===== src/rtl/instr_encoder.sv =====
// ---------------------------------------------------------------------------
// instr_encoder : packs RV32I instruction fields into 32-bit words and writes
//                 them to IMEM at an auto-incrementing word address.
// Revision      : 1.0 - initial release
// ---------------------------------------------------------------------------
`default_nettype none

module instr_encoder #(
  parameter int ADDR_W    = 8,
  parameter int BASE_ADDR = 0
) (
  input  logic              clk,
  input  logic              rstn,
  input  logic              start,
  input  logic              in_valid,
  output logic              in_ready,
  input  logic [2:0]        fmt,
  input  logic [6:0]        opcode,
  input  logic [4:0]        rd,
  input  logic [4:0]        rs1,
  input  logic [4:0]        rs2,
  input  logic [2:0]        func3,
  input  logic [6:0]        func7,
  input  logic [31:0]       imm,
  output logic              mem_we,
  output logic [ADDR_W-1:0] mem_addr,
  output logic [31:0]       mem_wdata,
  input  logic              mem_ready,
  output logic [ADDR_W:0]   count,
  output logic              full,
  output logic              err
);

  typedef enum logic [1:0] {
    ST_EMPTY = 2'd0,
    ST_PEND  = 2'd1,
    ST_FULL  = 2'd2
  } state_t;

  localparam logic [ADDR_W-1:0] LAST_ADDR  = '1;
  localparam logic [ADDR_W-1:0] BASE_WADDR = ADDR_W'(BASE_ADDR);
  localparam logic [ADDR_W-1:0] ADDR_ONE   = {{(ADDR_W-1){1'b0}}, 1'b1};
  localparam logic [ADDR_W:0]   COUNT_ONE  = {{ADDR_W{1'b0}}, 1'b1};

  state_t            state_q, state_d;
  logic [ADDR_W-1:0] addr_q, addr_d;
  logic [ADDR_W:0]   count_q, count_d;
  logic [31:0]       wdata_q, wdata_d;
  logic              err_q, err_d;

  logic [31:0]       enc_word;
  logic              fmt_legal;
  logic              at_last;
  logic              accept_in;

  always_comb begin
    enc_word = 32'h0;
    case (fmt)
      3'd0: enc_word = {func7, rs2, rs1, func3, rd, opcode};
      3'd1: enc_word = {imm[11:0], rs1, func3, rd, opcode};
      3'd2: enc_word = {imm[11:5], rs2, rs1, func3, imm[4:0], opcode};
      3'd3: enc_word = {imm[12], imm[10:5], rs2, rs1, func3, imm[4:1], imm[11], opcode};
      3'd4: enc_word = {imm[31:12], rd, opcode};
      3'd5: enc_word = {imm[20], imm[10:1], imm[11], imm[19:12], rd, opcode};
      default: enc_word = 32'h0;
    endcase
  end

  assign fmt_legal = (fmt <= 3'd5);
  assign at_last   = (addr_q == LAST_ADDR);
  // A new bundle may ride on the same edge that retires the buffered word,
  // except when that word fills the last address.
  assign in_ready  = (state_q == ST_EMPTY) ||
                     ((state_q == ST_PEND) && mem_ready && !at_last);
  assign accept_in = in_valid && in_ready;

  always_comb begin
    state_d = state_q;
    addr_d  = addr_q;
    count_d = count_q;
    wdata_d = wdata_q;
    err_d   = err_q;
    if (start) begin
      state_d = ST_EMPTY;
      addr_d  = BASE_WADDR;
      count_d = '0;
      err_d   = 1'b0;
    end else begin
      case (state_q)
        ST_EMPTY: begin
          if (accept_in) begin
            if (fmt_legal) begin
              wdata_d = enc_word;
              state_d = ST_PEND;
            end else begin
              err_d = 1'b1;
            end
          end
        end
        ST_PEND: begin
          if (mem_ready) begin
            count_d = count_q + COUNT_ONE;
            if (at_last) begin
              state_d = ST_FULL;
            end else begin
              addr_d = addr_q + ADDR_ONE;
              if (accept_in && fmt_legal) begin
                wdata_d = enc_word;
                state_d = ST_PEND;
              end else begin
                state_d = ST_EMPTY;
                if (accept_in) err_d = 1'b1;
              end
            end
          end
        end
        ST_FULL: state_d = ST_FULL;
        default: state_d = ST_EMPTY;
      endcase
    end
  end

  always_ff @(posedge clk) begin
    if (!rstn) begin
      state_q <= ST_EMPTY;
      addr_q  <= BASE_WADDR;
      count_q <= '0;
      wdata_q <= 32'h0;
      err_q   <= 1'b0;
    end else begin
      state_q <= state_d;
      addr_q  <= addr_d;
      count_q <= count_d;
      wdata_q <= wdata_d;
      err_q   <= err_d;
    end
  end

  assign mem_we    = (state_q == ST_PEND);
  assign mem_addr  = addr_q;
  assign mem_wdata = wdata_q;
  assign count     = count_q;
  assign full      = (state_q == ST_FULL);
  assign err       = err_q;

endmodule

`default_nettype wire


===== config.mk =====
export PLATFORM = sky130hd
export DESIGN_NAME = instr_encoder
export DESIGN_NICKNAME = d
export VERILOG_FILES = /design/src/rtl/instr_encoder.sv
export SDC_FILE = /design/constraint.sdc
export NUM_CORES = 1
export LEC_CHECK = 0
export CORE_MARGIN = 3
export CORE_UTILIZATION = 40
export CTS_BUF_LIST = sky130_fd_sc_hd__clkbuf_2 sky130_fd_sc_hd__clkbuf_4 sky130_fd_sc_hd__clkbuf_8
export CTS_CLUSTER_SIZE = 28
export DETAILED_ROUTE_END_ITERATION = 6
export PLACE_DENSITY = 0.9
export SLEW_MARGIN = 20
export SYNTH_ARGS = -nofsm -noshare
export SYNTH_HDL_FRONTEND = slang
export SYNTH_SLANG_ARGS = --single-unit

===== constraint.sdc =====
create_clock -name clk -period 4.8 [get_ports clk]
set_clock_uncertainty 0.05 [all_clocks]
set_input_delay 0.72 -clock clk [delete_from_list [all_inputs] [get_ports clk]]
set_output_delay 0.72 -clock clk [all_outputs]
set_load 0.1 [all_outputs]

==> impl_metrics.json <==
{
  "status": "complete, no violations",
  "fmax_mhz": 331.9,
  "holdPathStages": 2,
  "wl_per_cell_um": 17.21,
  "grt_pass1_vias": 2814,
  "crit_type": "reg -> out",
  "cts_setup_buffers": 0,
  "ctsResizeCount": 0,
  "clkSinkCount": 52,
  "drc": 0,
  "power_density_mw_per_mm2": 272.2,
  "syn_area_mm2": 0.002701,
  "final_common_cell": "clkdlybuf4s50_1",
  "finish.utilization_pct": 62.09,
  "core_mm2": 0.006459,
  "worstHoldEndpoint": "mem_wdata[3]$_SDFFE_PN0P_",
  "initial_utilization_pct": 41.82,
  "grt_use_total_pct": 21.80,
  "clock_latency_ns": 0.31,
  "root_buffer": "clkbuf_8",
  "synth_nets": 379,
  "grt_remaining_overflow": 0,
  "dr_total_vias": 2815,
  "fin_crit_ns": 3.013,
  "holdBufCountCts": 0,
  "drv_slew": 0,
  "slew_headroom_pct": 32.19,
  "fp-row-count": 29,
  "cts_made_buffers": 5,
  "die_w_um": 88.18,
  "grt_pass1_wl_um": 13450,
  "timing.critical_path.fanout_max": 9,
  "hold_start": "mem_wdata[3]$_SDFFE_PN0P_",
  "synth-seq-cells": 52,
  "drive_gt1_share_pct": 4.589,
  "finish.instance_area_mm2": 0.004010,
  "timing.rr.end": "mem_wdata[22]$_SDFFE_PN0P_",
  "hold_ws_ns": 0.4150,
  "period_share_pct": 62.78,
  "io_buffers": 124,
  "tns_ns": 0,
  "holdCritPathClass": "reg -> reg",
  "setup_violations": 0,
  "layout_common_cells": "clkdlybuf4s50_1, dfxtp_1, a21oi_1",
  "ys_types": 50,
  "finalWirelength_um": 8449,
  "h-tree-depth": 2,
  "syn_to_final_growth_pct": 48.45,
  "synth_top_area_share_pct": 38.54,
  "cp.required_ns": 4.03,
  "synth.avg_cell_area_um2": 8.857,
  "tightest_slew_ns": 1.014,
  "dr.pass1.iters": 4,
  "ff2ff_setup_slack_ns": 2.79,
  "antenna_found_initial": 0,
  "post_dp_cell_area_mm2": 0.003881,
  "yosys_most_used_dff": "dfxtp_1",
  "place_hpwl_um": 6306,
  "p_leak_nw": 1.357,
  "synth-edff-count": 0,
  "cts_tree": "done",
  "die_h_um": 88.18,
  "grt_max_degree": 32,
  "drv_cap": 0,
  "final_hold_viol_count": 0,
  "die-area_mm2": 0.007776,
  "globalplace.congestion": 0.7966,
  "yosysWarnings": 0,
  "routed_via_density": 5.733,
  "io_pins": 125,
  "arrival_ns": 2.24,
  "drtIter0Drc": 191,
  "rr_worst_depth": 5,
  "antenna_left": 0,
  "yosys.area.top_type": "dfxtp_1",
  "fin_nets": 487,
  "vdd_drop_max_mv": 0.1351,
  "ys_seq_area_share_pct": 38.54,
  "clk_pin_slew_ns": 0.10,
  "rsz0062_at_grt": "no",
  "yosys-top-cells-area": "dfxtp_1, a21oi_1, a211oi_1",
  "netlist_instances": 305,
  "end_kind": "output pin",
  "regToRegStartpoint": "mem_addr[0]$_SDFFE_PP0P_",
  "clock_path_buffers": 2,
  "synthArstFlopShare_pct": 0,
  "diodes": 0,
  "critPathLaunchType": "register"
}
==> metrics by stage <==
step           instances  power (W)  worst slack (ns)
3_5_place_dp         483  0.0007830             1.535
4_1_cts              491   0.001099             1.780
6_report             491   0.001092             1.787
5_1_grt              491   0.001132             1.680
3_3_place_gp         483  0.0007765             1.697
2_1_floorplan        305  0.0006760             1.651
==> metal layers <==
metal	global-route usage [%]	up-vias	share of wire [%]
met5	0	-	0
met4	7.830	0	1.6
met3	3.951	15	6.0
met2	38.21	116	50
met1	26.60	1334	42
li1	-	1350	-
==> critical path, stage by stage (launching register included) <==
cell	delay, ns
dfxtp_1	0.53
nor2b_1	0.24
clkdlybuf4s50_1	1.16
==> sequential cells by signal, summed over array words and instances, names as in the netlist <==
name / count
mem_wdata: 32
err: 1
state_q: 2
count: 9
mem_addr: 8
==> cells in the mapped netlist, types with 3 or more instances <==
cell	count
a22oi_1	5
or3_1	3
mux2i_1	10
nor3_1	4
a311oi_1	6
o21ai_0	5
a32o_1	12
a32oi_1	5
buf_4	3
inv_1	7
buf_6	3
a21oi_1	38
xor2_1	5
nand2_1	18
nand4_1	4
dfxtp_1	52
xnor2_1	5
clkbuf_1	9
a211oi_1	20
buf_2	6
nor2b_1	13
nand2b_1	3
nor2_1	24
nand3_1	14
==> cell families (layout without fill, tap and decap cells) <==
family	Yosys count	count (layout)	synth area share, %
buf+inv	30	139	6.716
xor+xnor	10	10	3.242
flops	52	52	38.54
compound gates	103	103	27.14
mux	11	11	4.122
simple gates	97	97	19.32
fa+ha+maj	2	2	0.9262
==> worst max path at each step <==
stage,start,end,slack [ns],cells after the start
after floorplan,mem_addr[0]$_SDFFE_PP0P_,in_ready,1.65,4
after global placement,fmt[2],mem_wdata[31]$_SDFFE_PN0P_,1.70,5
after detailed placement,fmt[2],mem_wdata[22]$_SDFFE_PN0P_,1.53,5
after CTS,state_q[1]$_SDFFE_PP0P_,full,1.78,2
after global routing,fmt[2],mem_wdata[26]$_SDFFE_PN0P_,1.68,5
final,state_q[1]$_SDFFE_PP0P_,full,1.79,2
==> area by class of cell <==
| class | instances | area, um2 |
|---|---|---|
| Tap cell | 77 | 96.34 |
| Clock inverter | 2 | 38.79 |
| Sequential cell | 52 | 1041 |
| Inverter | 7 | 26.28 |
| Timing Repair Buffer | 124 | 1239 |
| Fill cell | 583 | 2449 |
| Multi-Input combinational cell | 223 | 1486 |
| Clock buffer | 6 | 82.58 |
==> report_power, final <==
group	internal, W	switching (W)
sequential	0.000448	0.00000959
clock	0.000171	0.000147
combinational	0.000113	0.000203
Power figures use the tool's default switching activity.
